[config.mk]
export PLATFORM = sky130hd
export DESIGN_NAME = execute_stage_flat
export DESIGN_NICKNAME = d
export VERILOG_FILES = /design/src/rtl/execute_stage_if.sv /design/src/rtl/execute_stage.sv /design/src/flat_wrapper.sv
export SDC_FILE = /design/constraint.sdc
export NUM_CORES = 1
export LEC_CHECK = 0
export CORE_MARGIN = 3
export CORE_UTILIZATION = 65
export CTS_BUF_LIST = sky130_fd_sc_hd__clkbuf_16
export DETAILED_ROUTE_END_ITERATION = 10
export DONT_BUFFER_PORTS = 1
export PLACE_DENSITY = 0.84
export SETUP_SLACK_MARGIN = 0.4
export SLEW_MARGIN = 10
export SYNTH_ARGS = -nofsm -noshare
export SYNTH_HDL_FRONTEND = slang
export SYNTH_SLANG_ARGS = --single-unit
export TNS_END_PERCENT = 1
[constraint.sdc]
create_clock -name clk -period 9.8 [get_ports clk]
set_clock_uncertainty 0.05 [all_clocks]
set_input_delay 1.47 -clock clk [delete_from_list [all_inputs] [get_ports clk]]
set_output_delay 1.47 -clock clk [all_outputs]
set_load 0.02 [all_outputs]
[src/rtl/execute_stage_if.sv]
// execute_stage_if
//   Bundles the ID/EX inputs, forwarding controls and EX/MEM outputs of the
//   RV32I execute stage.
//   Modports:
//     master - upstream side (ID/EX register, hazard unit, writeback source).
//              It drives the E-stage fields and observes the branch and M outputs.
//     slave  - the execute stage itself.
//   Signals:
//     RegWriteE, ALUSrcE, MemWriteE, ResultSrcE, BranchE, ALUControlE : control
//     RD1E, RD2E, ImmExtE, PCE, PCPlus4E, RDE                           : data
//     ForwardAE, ForwardBE, ResultW                                     : forwarding
//     PCSrcE, PCTargetE                                                 : branch (comb)
//     RegWriteM, MemWriteM, ResultSrcM, ALUResultM, WriteDataM, RDM,
//     PCPlus4M                                                          : EX/MEM register
interface execute_stage_if #(
  parameter int DATA_W = 32,
  parameter int ADDR_W = 5
);
  // ID/EX control
  logic              RegWriteE;
  logic              ALUSrcE;
  logic              MemWriteE;
  logic              ResultSrcE;
  logic              BranchE;
  logic [2:0]        ALUControlE;
  // ID/EX data
  logic [DATA_W-1:0] RD1E;
  logic [DATA_W-1:0] RD2E;
  logic [DATA_W-1:0] ImmExtE;
  logic [DATA_W-1:0] PCE;
  logic [DATA_W-1:0] PCPlus4E;
  logic [ADDR_W-1:0] RDE;
  // forwarding
  logic [1:0]        ForwardAE;
  logic [1:0]        ForwardBE;
  logic [DATA_W-1:0] ResultW;
  // branch resolution
  logic              PCSrcE;
  logic [DATA_W-1:0] PCTargetE;
  // EX/MEM register
  logic              RegWriteM;
  logic              MemWriteM;
  logic              ResultSrcM;
  logic [DATA_W-1:0] ALUResultM;
  logic [DATA_W-1:0] WriteDataM;
  logic [ADDR_W-1:0] RDM;
  logic [DATA_W-1:0] PCPlus4M;

  modport master (
    output RegWriteE, ALUSrcE, MemWriteE, ResultSrcE, BranchE, ALUControlE,
    output RD1E, RD2E, ImmExtE, PCE, PCPlus4E, RDE,
    output ForwardAE, ForwardBE, ResultW,
    input  PCSrcE, PCTargetE,
    input  RegWriteM, MemWriteM, ResultSrcM, ALUResultM, WriteDataM, RDM, PCPlus4M
  );

  modport slave (
    input  RegWriteE, ALUSrcE, MemWriteE, ResultSrcE, BranchE, ALUControlE,
    input  RD1E, RD2E, ImmExtE, PCE, PCPlus4E, RDE,
    input  ForwardAE, ForwardBE, ResultW,
    output PCSrcE, PCTargetE,
    output RegWriteM, MemWriteM, ResultSrcM, ALUResultM, WriteDataM, RDM, PCPlus4M
  );
endinterface

[src/rtl/execute_stage.sv]
// execute_stage
//   Execute stage of the 5-stage RV32I pipeline. Selects forwarded operands,
//   runs the ALU, resolves beq (taken flag + target) combinationally and
//   captures results/control into the EX/MEM register every cycle.
//   Ports:
//     clk - clock
//     rst - asynchronous, active-low reset (clears the EX/MEM register only)
//     bus - execute_stage_if.slave: ID/EX inputs, forwarding, branch and M outputs
module execute_stage #(
  parameter int DATA_W = 32,
  parameter int ADDR_W = 5
) (
  input  logic                 clk,
  input  logic                 rst,
  execute_stage_if.slave       bus
);

  localparam logic [2:0] ALU_ADD = 3'b000;
  localparam logic [2:0] ALU_SUB = 3'b001;
  localparam logic [2:0] ALU_AND = 3'b010;
  localparam logic [2:0] ALU_OR  = 3'b011;
  localparam logic [2:0] ALU_SLT = 3'b101;

  localparam logic [1:0] FWD_RF  = 2'b00;
  localparam logic [1:0] FWD_WB  = 2'b01;
  localparam logic [1:0] FWD_MEM = 2'b10;

  // ---------------------------------------------------------------------------
  // Forwarding muxes: index 0 is operand A (RD1), index 1 is operand B (RD2).
  // Code 11 is reserved and falls back to the register-file value.
  // ---------------------------------------------------------------------------
  logic [DATA_W-1:0] rf_val   [2];
  logic [1:0]        fwd_sel  [2];
  logic [DATA_W-1:0] fwd_val  [2];
  logic [DATA_W-1:0] alu_result_reg;

  assign rf_val[0]  = bus.RD1E;
  assign rf_val[1]  = bus.RD2E;
  assign fwd_sel[0] = bus.ForwardAE;
  assign fwd_sel[1] = bus.ForwardBE;

  generate
    for (genvar gi = 0; gi < 2; gi++) begin : g_fwd
      always_comb begin
        fwd_val[gi] = rf_val[gi];
        case (fwd_sel[gi])
          FWD_RF:  fwd_val[gi] = rf_val[gi];
          FWD_WB:  fwd_val[gi] = bus.ResultW;
          // EX-to-EX bypass uses the value already sitting in EX/MEM
          FWD_MEM: fwd_val[gi] = alu_result_reg;
          default: fwd_val[gi] = rf_val[gi];
        endcase
      end
    end
  endgenerate

  logic [DATA_W-1:0] src_a;
  logic [DATA_W-1:0] write_data;
  logic [DATA_W-1:0] src_b;

  assign src_a      = fwd_val[0];
  // Store data is always the forwarded RD2, independent of ALUSrcE
  assign write_data = fwd_val[1];
  assign src_b      = bus.ALUSrcE ? bus.ImmExtE : write_data;

  // ---------------------------------------------------------------------------
  // ALU
  // ---------------------------------------------------------------------------
  logic [DATA_W-1:0] alu_result;
  logic              slt_bit;

  assign slt_bit = ($signed(src_a) < $signed(src_b));

  always_comb begin
    alu_result = '0;
    case (bus.ALUControlE)
      ALU_ADD: alu_result = src_a + src_b;
      ALU_SUB: alu_result = src_a - src_b;
      ALU_AND: alu_result = src_a & src_b;
      ALU_OR:  alu_result = src_a | src_b;
      ALU_SLT: alu_result = {{(DATA_W-1){1'b0}}, slt_bit};
      default: alu_result = '0;
    endcase
  end

  // ---------------------------------------------------------------------------
  // Branch resolution (beq): taken when the subtract result is zero.
  // The target is produced every cycle; fetch only uses it when PCSrcE is high.
  // ---------------------------------------------------------------------------
  logic zero;

  assign zero          = (alu_result == '0);
  assign bus.PCSrcE    = bus.BranchE & zero;
  assign bus.PCTargetE = bus.PCE + bus.ImmExtE;

  // ---------------------------------------------------------------------------
  // EX/MEM register: loads every cycle, bubbles arrive as zeroed control.
  // ---------------------------------------------------------------------------
  logic              reg_write_reg;
  logic              mem_write_reg;
  logic              result_src_reg;
  logic [DATA_W-1:0] write_data_reg;
  logic [ADDR_W-1:0] rd_reg;
  logic [DATA_W-1:0] pc_plus4_reg;

  always_ff @(posedge clk or negedge rst) begin
    if (!rst) begin
      reg_write_reg  <= 1'b0;
      mem_write_reg  <= 1'b0;
      result_src_reg <= 1'b0;
      alu_result_reg <= '0;
      write_data_reg <= '0;
      rd_reg         <= '0;
      pc_plus4_reg   <= '0;
    end else begin
      reg_write_reg  <= bus.RegWriteE;
      mem_write_reg  <= bus.MemWriteE;
      result_src_reg <= bus.ResultSrcE;
      alu_result_reg <= alu_result;
      write_data_reg <= write_data;
      rd_reg         <= bus.RDE;
      pc_plus4_reg   <= bus.PCPlus4E;
    end
  end

  assign bus.RegWriteM  = reg_write_reg;
  assign bus.MemWriteM  = mem_write_reg;
  assign bus.ResultSrcM = result_src_reg;
  assign bus.ALUResultM = alu_result_reg;
  assign bus.WriteDataM = write_data_reg;
  assign bus.RDM        = rd_reg;
  assign bus.PCPlus4M   = pc_plus4_reg;

endmodule

[src/flat_wrapper.sv]
// flat-port wrapper written by rule: the top's interface ports become plain ports
module execute_stage_flat 
#(
  parameter int DATA_W = 32,
  parameter int ADDR_W = 5
)
  (clk, rst, bus_RegWriteE, bus_ALUSrcE, bus_MemWriteE, bus_ResultSrcE, bus_BranchE, bus_ALUControlE, bus_RD1E, bus_RD2E, bus_ImmExtE, bus_PCE, bus_PCPlus4E, bus_RDE, bus_ForwardAE, bus_ForwardBE, bus_ResultW, bus_PCSrcE, bus_PCTargetE, bus_RegWriteM, bus_MemWriteM, bus_ResultSrcM, bus_ALUResultM, bus_WriteDataM, bus_RDM, bus_PCPlus4M);
  execute_stage_if #(.DATA_W(DATA_W), .ADDR_W(ADDR_W)) bus_i ();
  input  logic clk;
  input  logic rst;
  input wire logic [$bits(bus_i.RegWriteE)-1:0] bus_RegWriteE;
  input wire logic [$bits(bus_i.ALUSrcE)-1:0] bus_ALUSrcE;
  input wire logic [$bits(bus_i.MemWriteE)-1:0] bus_MemWriteE;
  input wire logic [$bits(bus_i.ResultSrcE)-1:0] bus_ResultSrcE;
  input wire logic [$bits(bus_i.BranchE)-1:0] bus_BranchE;
  input wire logic [$bits(bus_i.ALUControlE)-1:0] bus_ALUControlE;
  input wire logic [$bits(bus_i.RD1E)-1:0] bus_RD1E;
  input wire logic [$bits(bus_i.RD2E)-1:0] bus_RD2E;
  input wire logic [$bits(bus_i.ImmExtE)-1:0] bus_ImmExtE;
  input wire logic [$bits(bus_i.PCE)-1:0] bus_PCE;
  input wire logic [$bits(bus_i.PCPlus4E)-1:0] bus_PCPlus4E;
  input wire logic [$bits(bus_i.RDE)-1:0] bus_RDE;
  input wire logic [$bits(bus_i.ForwardAE)-1:0] bus_ForwardAE;
  input wire logic [$bits(bus_i.ForwardBE)-1:0] bus_ForwardBE;
  input wire logic [$bits(bus_i.ResultW)-1:0] bus_ResultW;
  output wire logic [$bits(bus_i.PCSrcE)-1:0] bus_PCSrcE;
  output wire logic [$bits(bus_i.PCTargetE)-1:0] bus_PCTargetE;
  output wire logic [$bits(bus_i.RegWriteM)-1:0] bus_RegWriteM;
  output wire logic [$bits(bus_i.MemWriteM)-1:0] bus_MemWriteM;
  output wire logic [$bits(bus_i.ResultSrcM)-1:0] bus_ResultSrcM;
  output wire logic [$bits(bus_i.ALUResultM)-1:0] bus_ALUResultM;
  output wire logic [$bits(bus_i.WriteDataM)-1:0] bus_WriteDataM;
  output wire logic [$bits(bus_i.RDM)-1:0] bus_RDM;
  output wire logic [$bits(bus_i.PCPlus4M)-1:0] bus_PCPlus4M;
  assign bus_i.RegWriteE = bus_RegWriteE;
  assign bus_i.ALUSrcE = bus_ALUSrcE;
  assign bus_i.MemWriteE = bus_MemWriteE;
  assign bus_i.ResultSrcE = bus_ResultSrcE;
  assign bus_i.BranchE = bus_BranchE;
  assign bus_i.ALUControlE = bus_ALUControlE;
  assign bus_i.RD1E = bus_RD1E;
  assign bus_i.RD2E = bus_RD2E;
  assign bus_i.ImmExtE = bus_ImmExtE;
  assign bus_i.PCE = bus_PCE;
  assign bus_i.PCPlus4E = bus_PCPlus4E;
  assign bus_i.RDE = bus_RDE;
  assign bus_i.ForwardAE = bus_ForwardAE;
  assign bus_i.ForwardBE = bus_ForwardBE;
  assign bus_i.ResultW = bus_ResultW;
  assign bus_PCSrcE = bus_i.PCSrcE;
  assign bus_PCTargetE = bus_i.PCTargetE;
  assign bus_RegWriteM = bus_i.RegWriteM;
  assign bus_MemWriteM = bus_i.MemWriteM;
  assign bus_ResultSrcM = bus_i.ResultSrcM;
  assign bus_ALUResultM = bus_i.ALUResultM;
  assign bus_WriteDataM = bus_i.WriteDataM;
  assign bus_RDM = bus_i.RDM;
  assign bus_PCPlus4M = bus_i.PCPlus4M;
  execute_stage #(.DATA_W(DATA_W), .ADDR_W(ADDR_W)) u_core (.clk(clk), .rst(rst), .bus(bus_i));
endmodule
Word-level counts from Yosys, hierarchy flattened
Index checks and enable logic that the tools add are counted.
{"block": "classes", "add_sub_neg": 3, "n_mul": 0, "div": 0, "n_lt_le_gt_ge": 1, "eq_ne": 8, "shifts": 0, "muxes": 4, "bitwise_logic": 3, "n_reduce_logical": 2}
{"op": "32-bit case mux with 5 select lines", "count": 1}
{"op": "32-bit case mux with 2 select lines", "count": 2}
{"op": "32-bit adder", "count": 2}
{"op": "32-bit bitwise AND", "count": 1}
{"op": "32-bit zero test", "count": 1}
{"op": "32-bit < comparator", "count": 1}
{"op": "32-bit two-way mux", "count": 1}
{"op": "32-bit bitwise OR", "count": 1}
{"op": "32-bit subtractor", "count": 1}
{"op": "3-bit by 2-bit == test with 1-bit output (second input constant)", "count": 2}
{"op": "2-bit by 1-bit == test with 1-bit output (second input constant)", "count": 2}
{"op": "2-bit == test (second input constant)", "count": 2}
{"op": "3-bit by 1-bit == test with 1-bit output (second input constant)", "count": 1}
{"op": "3-bit == test (second input constant)", "count": 1}
{"op": "3-bit zero test", "count": 1}
{"op": "1-bit bitwise AND", "count": 1}
{"block": "word_totals", "regBits": 104, "latch_bits": 0, "ram_bits": 0, "romBits": 0, "inputBits": 211, "out_inout_bits": 137, "elab_cells": 28, "mem_count": 0}

Logic depth before layout (Yosys ltp)
Gate-level depths: netlist (run 1).
{"block": "depth", "word_depth": 7, "depth_mapped": 21, "mapped_depth_nobuf": 21}

Least setup slack after synthesis (run 1)
Ideal clock, no wire load.
{"block": "synth_path", "path_kind": "input -> output", "from": "input bus_ForwardBE[0]", "to": "output bus_PCSrcE", "t_arrival_ps": 5699, "required_time_ps": 8280, "path_slack_ps": 2581, "path_stages": 21, "n_path_buf": 2, "cell_sequence": "inv_1 ha_1 clkbuf_1 buf_1 a21oi_1 o21ai_0 ha_1 inv_1 fa_1 nand2b_1 a21o_1 a211o_1 a21oi_1 o21ai_1 a2111oi_0 a211oi_1 mux2i_1 o21ai_0 a211o_1 nor4_1 and4bb_1"}
{"block": "synth_via", "elab_chain_cells": 7, "elab_cells_between_ends": 12, "cone_classes": "add/sub: 2; order compare: 1; eq/ne: 2; mux: 3; bitwise: 3; reduce/logical: 1"}
{"element": "start, declared", "line_no": "flat_wrapper.sv:24", "rtl": "input wire logic [$bits(bus_i.ForwardBE)-1:0] bus_ForwardBE;"}
{"element": "2-bit == test / 2-bit by 1-bit == test with 1-bit output (equally long branches)", "line_no": "execute_stage.sv:46", "rtl": "case (fwd_sel[gi])"}
{"element": "32-bit case mux with 2 select lines *", "line_no": "execute_stage.sv:46"}
{"element": "32-bit two-way mux *", "line_no": "execute_stage.sv:64", "rtl": "assign src_b = bus.ALUSrcE ? bus.ImmExtE : write_data;"}
{"element": "32-bit subtractor, or another cell as far along", "line_no": "execute_stage.sv:78", "rtl": "ALU_SUB: alu_result = src_a - src_b;"}
{"element": "32-bit case mux with 5 select lines *", "line_no": "execute_stage.sv:76", "rtl": "case (bus.ALUControlE)"}
{"element": "via u_core.alu_result[24]", "line_no": "execute_stage.sv:69", "rtl": "logic [DATA_W-1:0] alu_result;"}
{"element": "32-bit zero test *", "line_no": "execute_stage.sv:92", "rtl": "assign zero = (alu_result == '0);"}
{"element": "1-bit bitwise AND *", "line_no": "execute_stage.sv:93", "rtl": "assign bus.PCSrcE = bus.BranchE & zero;"}
{"element": "end, declared", "line_no": "flat_wrapper.sv:26", "rtl": "output wire logic [$bits(bus_i.PCSrcE)-1:0] bus_PCSrcE;"}
Mark *: on every way through the listed nets, which the timed path passes. The rest lies on a longest branch.

Worst setup path after layout (run 1)
{"block": "layout_path", "from": "input bus_ForwardBE[0]", "to": "output bus_PCSrcE"}
{"block": "layout_via", "elab_chain_cells": 7, "elab_cells_between_ends": 12, "cone_classes": "add/sub: 2; order compare: 1; eq/ne: 2; mux: 3; bitwise: 3; reduce/logical: 1"}
{"element": "2-bit == test / 2-bit by 1-bit == test with 1-bit output (equally long branches)", "line_no": "execute_stage.sv:46"}
{"element": "32-bit case mux with 2 select lines *", "line_no": "execute_stage.sv:46"}
{"element": "32-bit two-way mux *", "line_no": "execute_stage.sv:64"}
{"element": "32-bit subtractor, or another cell as far along", "line_no": "execute_stage.sv:78"}
{"element": "32-bit case mux with 5 select lines *", "line_no": "execute_stage.sv:76"}
{"element": "32-bit zero test *", "line_no": "execute_stage.sv:92"}
{"element": "1-bit bitwise AND *", "line_no": "execute_stage.sv:93"}
Every way passes the cells marked *; elsewhere a longest branch is shown, timed or not.

==> key figures, run 1 <==
Run status
  – Status: finished clean

Clocking
  – Root Buffer: clkbuf_16
  – Num CTS Buffers: 9
  – Clock buffer depth: 2
  – CTS sink count: 104
  – Post-CTS Hold Fix Bufs: 0
  – Post_cts resized: 0
  – # H-tree levels: 3
  – Post-CTS Setup Bufs: 0
  – TritonCTS clock tree: built
  – Skew-Pair Late Insertion Delay: 0.37 ns
  – Clock Pin Slew Worst Setup and Hold Paths: 0.09 ns

Synth
  – Post-synthesis average cell area: 7.705 um^2
  – Post-synth cell types: 76
  – FF+latch count, synth: 104
  – Asr flop ratio synth: 100.0%
  – Post-synthesis cell count: 1,378
  – Yosys warns: 0
  – Share of the synthesized area in the top cell type: 24.51%
  – Sequential share of the synthesized area: 24.51%
  – Largest area contributor in the netlist: dfrtp_1
  – Top cells by area, synth: dfrtp_1 25%, ha_1 15%, a21oi_1 6.2%, o21ai_0 5.3%, inv_1 5.0%
  – Synthesized area: 10,620 um^2
  – Main synth FF type: dfrtp_1
  – Syn nets: 1,723
  – Post-synth EDFFs: 0

Timing
  – Final critical-path share of the clock period: 82.78%
  – Pin slew with the least headroom to its limit: 1.091 ns
  – Final Setup Violations: 0
  – Max frequency: 0.1233 GHz
  – Unrepaired setup endpoints after global routing: false
  – Post-route minimum period: 8.112 ns
  – Final Hold Fails: 0
  – Rel. slew slack: 27.10%
  – Setup_tns: 0 ns
  – Fin. max-slew vios: 0

Setup path
  – Crit path launch: bus_ForwardBE[0]
  – Worst setup SP type: input pin
  – Critical-path maximum fanout: 32
  – CP required: 8.28 ns
  – Worst reg2reg path startpoint: u_core.bus.ALUResultM[13]
  – Setup crit end kind: primary output
  – Kind of critical path: in2out
  – CP arrival: 6.59 ns

Layout
  – Layout area overhead: 3.158%
  – Multi-input gate area: 7157 um^2
  – Commonest non-fill, non-tap cell in the layout: inv_1
  – Final net count: 1,668
  – Layout cell share with drive strength beyond 1: 3.389%
  – Fin util: 68.70%
  – Register area: 2603 um^2
  – Fillers: 1,388
  – Most frequent cells in the layout: 141 x inv_1, 136 x nand2_1, 131 x a21oi_1

Power and ir drop
  – Total power: 0.001744 W
  – VDD IR max: 0.0001009 V
  – P per Cell Area: 159.2 nW/um^2
  – Net switching power: 0.0008002 W
  – Clock share of power: 23.0%
  – Leakage dissipation: 5.166 nW
  – Combinational power share: 44.1%
  – Sequential group share of total power: 33.0%
  – Switching share of total power: 45.89%
  – Cell internal pwr: 0.0009435 W

Routing
  – Final ANT Viol Nets: 0
  – Drt pass-1 iters: 7
  – Vias: 10,820
  – Routed WL: 39,390 um
  – Avg WL per Cell: 25.48 um
  – DRT iter0 DRCs: 1,574
  – Residual DRC count: 0
  – Vias per cell: 6.997

Place
  – Placer congestion estimate: 1.052
  – Port Buffers: 0
  – Post-DP HPWL: 31,690 um

Floorplan
  – Chip Width: 133.8 um
  – Die height: 133.8 um
  – Row count: 46
  – Die Area: 17,910 um^2
  – Initial Utilization: 66.60%
  – IO Pins: 348
  – Core ar.: 15,940 um^2

Global routing
  – All-Layer GR Usage: 42.20%
  – First-pass GRT wire length: 59,110 um
  – Gr ovfl total: 0
  – Initial antenna violation count: 2
  – Vias in the first global route: 9,944
  – Pin count of the biggest net entering global routing: 105

Flow run
  – Max Cap Viol: 0

Worst hold path
  – Worst min-delay path class: in2async
logic make-up after synthesis:
kind of cell | synth area share, %
buffers and inverters | 8.108
XOR/XNOR | 4.537
multiplexers | 0.6835
flip-flops | 24.51
AND/OR/NAND/NOR | 15.72
adder cells (fa/ha/maj) | 16.00
AO/OA/AOI/OAI | 30.44
flip-flops by register name (all words and copies together) (netlist names):
register / cells
u_core.bus.ResultSrcM: 1
u_core.bus.PCPlus4M: 32
u_core.bus.MemWriteM: 1
u_core.bus.RDM: 5
u_core.bus.ALUResultM: 32
u_core.bus.WriteDataM: 32
u_core.bus.RegWriteM: 1
critical path, stage by stage:
cell and delay, ns:
inv_1 0.04, ha_2 0.66, a22oi_1 0.13, nor2_1 0.13, a21oi_1 0.07, o21ai_0 0.36, ha_1 0.25, inv_1 0.07
fa_1 0.45, nand2b_1 0.18, a21o_1 0.21, a211o_1 0.36, and2_1 0.19, o21ai_0 0.36, a21o_1 0.19, xnor2_1 0.17
o221ai_1 0.21, nor4_2 0.34, nand4bb_1 0.15, nor4_1 0.21, and4bb_1 0.37
power by group through the flow:
stage / Combinational [W] / Sequential, W / Clock, W
6_report: 0.000768 / 0.000575 / 0.000400
5_1_grt: 0.000832 / 0.000577 / 0.000409
4_1_cts: 0.000745 / 0.000574 / 0.000396
3_5_place_dp: 0.000741 / 0.000583 / 0
3_3_place_gp: 0.000729 / 0.000582 / 0
2_1_floorplan: 0.000590 / 0.000561 / 0
per-stage QoR:
| stage | hold slack (ns) | worst slack (ns) | cells | area [um^2] |
|---|---|---|---|---|
| 2_1_floorplan | 0.6867 | 2.581 | 1378 | 10620 |
| 3_3_place_gp | 0.7371 | 1.850 | 1528 | 10630 |
| 3_5_place_dp | 0.7558 | 1.818 | 1528 | 10630 |
| 4_1_cts | 0.7342 | 1.819 | 1544 | 10950 |
| 5_1_grt | 0.7278 | 1.399 | 1546 | 10950 |
| 6_report | 0.7359 | 1.688 | 1546 | 10950 |
Yosys cell counts, types with 7 or more instances:
cell type / instances
and3_1: 10
o31ai_1: 9
inv_1: 141
a31oi_1: 9
o211ai_1: 18
a21o_1: 31
a22oi_1: 66
nor3_1: 25
nand2_1: 136
o22ai_1: 13
or3_1: 7
o21a_1: 12
nand3_1: 16
xnor2_1: 44
nor2b_1: 15
o21ai_0: 112
nand2b_1: 14
a21oi_1: 131
a211oi_1: 14
buf_2: 10
dfrtp_1: 104
buf_1: 7
ha_1: 131
nand4_1: 8
clkbuf_1: 50
xor2_1: 11
nor2_1: 101
o21bai_1: 13
nor4_1: 10
routing by layer:
layer  share of wire [%]  global-route usage, %  vias up  wire length, um
li1                    -                      -     4775                -
met1                  36                  53.48     5029            14220
met2                  44                  65.83      840            17420
met3                  14                  15.83      174             5701
met4                 5.2                  16.11        0             2042
met5                   0                      0        -                0
area by class of cell:
cell class | count | share of cell area (%)
antenna | 2 | 0.04569
multi-input combinational | 1056 | 65.34
clock inverter | 7 | 0.8453
inverter | 144 | 4.935
tap | 216 | 2.467
sequential | 104 | 23.76
timing repair buffer | 8 | 0.5483
clock buffer | 9 | 2.056
path summary, 6_finish.rpt:
check | slack, ns | depth (start not counted) | endpoint
max | 1.69 | 21 | bus_PCSrcE
min reg2reg | 0.77 | 4 | u_core.bus.WriteDataM[7]
min in group clk | 0.77 | 4 | u_core.bus.WriteDataM[7]
max reg2reg | 5.11 | 16 | u_core.bus.ALUResultM[29]
min | 0.74 | 0 | u_core.bus.WriteDataM[25]
max in group asynchronous | 8.75 | 0 | u_core.bus.WriteDataM[12]
Note: power is estimated with default switching activity, not from simulation.
==> inputs of run 2 (changes only) <==
Clock period 9.8 ns to 7.58 ns, I/O delays scaled along.
==> key figures, run 2 (synthesized netlist as in run 1, its figures left out) <==
Run status
  – Status: finished clean

Routing
  – Drt pass-1 iters: 6 (-1)
  – Met1 WL: 15,840 um (+11%)
  – Avg WL per Cell: 26.60 um (+4.4%)
  – WL met3: 5407 um (-5.2%)
  – Met2 routed WL: 17,970 um (+3.2%)
  – Routed WL: 41,440 um (+5.2%)
  – DRT iter0 DRCs: 1,737 (+10%)
  – Vias: 11,080 (+2.4%)
  – Final ANT Viol Nets: 0 (unchanged)
  – Residual DRC count: 0 (unchanged)
  – Vias per cell: 7.109 (+1.6%)
  – Top routing layer in use: met5

Floorplan
  – Die Area: 17,910 um^2 (unchanged)
  – Chip Width: 133.8 um (unchanged)
  – Initial Utilization: 66.60% (unchanged)
  – Die height: 133.8 um (unchanged)
  – Core ar.: 15,940 um^2 (unchanged)
  – IO Pins: 348 (unchanged)
  – Row count: 46 (unchanged)

Power and ir drop
  – P per Cell Area: 205.1 nW/um^2 (+29%)
  – Sequential group share of total power: 32.6% (-0.4 points)
  – Switching share of total power: 45.86% (about the same)
  – VDD IR max: 0.0001164 V (+15%)
  – Net switching power: 0.001048 W (+31%)
  – Clock share of power: 22.2% (-0.8 points)
  – Combinational power share: 45.2% (+1.1 points)
  – Cell internal pwr: 0.001238 W (+31%)
  – Leakage dissipation: 5.238 nW (+1.4%)

Timing
  – Unrepaired setup endpoints after global routing: false
  – Max frequency: 0.1419 GHz
  – Final critical-path share of the clock period: 92.97%
  – Final hold slack: 0.4098 ns (-0.3261 ns)
  – Setup_tns: 0 ns (unchanged)
  – Final Setup Violations: 0 (unchanged)
  – Rel. slew slack: 18.36% (-8.7 points)
  – Fin. max-slew vios: 0 (unchanged)
  – Pin slew with the least headroom to its limit: 1.222 ns (+0.1309 ns)
  – Post-route minimum period: 7.047 ns
  – Final Hold Fails: 0 (unchanged)

Clocking
  – TritonCTS clock tree: built
  – Post-CTS Hold Fix Bufs: 0 (unchanged)
  – # H-tree levels: 3 (unchanged)
  – Clock Pin Slew Worst Setup and Hold Paths: 0.08 ns (about the same)
  – Clock buffer depth: 2 (unchanged)
  – Skew-Pair Late Insertion Delay: 0.37 ns (about the same)
  – Root Buffer: clkbuf_16
  – Num CTS Buffers: 9 (unchanged)
  – CTS sink count: 104 (unchanged)

Global routing
  – Vias in the first global route: 10,180 (+2.4%)
  – Initial antenna violation count: 3 (+1)
  – All-Layer GR Usage: 43.82% (+1.6 points)
  – First-pass GRT wire length: 61,360 um (+3.8%)
  – Pin count of the biggest net entering global routing: 105 (unchanged)
  – Gr ovfl total: 0 (unchanged)

Layout
  – Most frequent cells in the layout: 141 x inv_1, 136 x nand2_1, 130 x a21oi_1
  – Final net count: 1,681 (+0.78%)
  – Layout cell share with drive strength beyond 1: 5.295% (+1.9 points)
  – Commonest non-fill, non-tap cell in the layout: inv_1
  – Layout area overhead: 4.961%

Setup path
  – Setup crit end kind: primary output
  – Critical-path maximum fanout: 24 (-25%)
  – Kind of critical path: in2out
  – Worst setup SP type: input pin
  – CP arrival: 5.86 ns (-0.73 ns)
  – Worst r2r path cells: 16 (unchanged)
  – Reg2reg setup slack: 3.10 ns (-2.01 ns)
  – CP required: 6.39 ns (-1.89 ns)

Place
  – Port Buffers: 0 (unchanged)
  – Placer congestion estimate: 1.028 (-2.2%)
  – Post-DP HPWL: 33,040 um (+4.3%)

Worst hold path
  – Worst min-delay path class: in2async

Flow run
  – Max Cap Viol: 0 (unchanged)
-- run 2: changes by cell type in the layout (fill, tap and decap cells not counted), moves of 2 or more --
cell	before	now
ha_4	0	2
a2111oi_2	0	2
ha_1	130	127
o21ai_1	3	15
o21ai_0	112	99
buf_4	8	17
buf_6	0	3
-- run 2: per-layer routing --
metal | track usage (%) | vias to the layer above
met5 | 0 | -
met4 | 17.43 | 4
met1 | 58.73 | 5192
met3 | 12.64 | 193
met2 | 67.01 | 883
li1 | - | 4804
-- run 2: through the flow --
stage          cell area (um^2)  setup slack [ns]  total power, W  util (%)  std cells
2_1_floorplan             10620             1.027        0.001487         -       1378
3_3_place_gp              10710            0.1486        0.001715     67.15       1538
3_5_place_dp              10710            0.1543        0.001726     67.15       1538
4_1_cts                   11040            0.4334        0.002229     69.24       1554
5_1_grt                   11140            0.3939        0.002381     69.90       1558
6_report                  11140            0.5331        0.002286     69.90       1558
-- run 2: repair_timing --
item / 4_1_cts / 5_1_grt
endpoints found under the hold margin: 0 / 0
setup buffers: 0 / 3
gates resized for setup: 5 / 31
setup endpoints to repair: 1 / 1
pin swaps: 0 / 6
-- run 2: worst max-delay path, stage by stage --
cell       delay (ns)
inv_1            0.03
ha_1             0.39
buf_4            0.39
a22oi_1          0.13
o21ai_1          0.29
ha_1             0.43
a21o_1           0.29
a21oi_1          0.35
a2bb2oi_1        0.29
o2bb2ai_1        0.16
a31oi_1          0.08
buf_4            0.17
a31o_2           0.24
o21ai_0          0.11
xnor2_1          0.15
o221ai_1         0.26
a211o_1          0.32
nor4_2           0.27
and4bb_2         0.37
-- run 2: power groups by stage --
stage                     registers, W  clock network [W]  logic [W]
after detailed placement      0.000754                  0   0.000972
after global routing          0.000747           0.000526    0.00111
after floorplan               0.000725                  0   0.000762
final                         0.000746           0.000508    0.00103
after global placement        0.000753                  0   0.000962
after CTS                     0.000743           0.000504   0.000982
-- run 2: path summary, 6_finish.rpt --
check | end | from
setup / recovery | bus_PCSrcE | bus_ForwardAE[1]
hold / removal | u_core.bus.WriteDataM[27] | rst
setup reg to reg | u_core.bus.ALUResultM[30] | u_core.bus.ALUResultM[0]
hold reg to reg | u_core.bus.WriteDataM[24] | u_core.bus.ALUResultM[24]
max in group asynchronous | u_core.bus.WriteDataM[12] | rst
min in group clk | u_core.bus.ResultSrcM | bus_ResultSrcE
-- run 2: area by class of cell --
type / instances / area, um^2
multi-input cells: 1056 / 7232
fillers: 1350 / 4798
flip-flops and latches: 104 / 2603
inverters: 144 / 540.5
well taps: 216 / 270.3
clock buffers: 9 / 225.2
repair buffers: 21 / 176.4
clock inverters: 7 / 95.09
diodes: 1 / 2.502
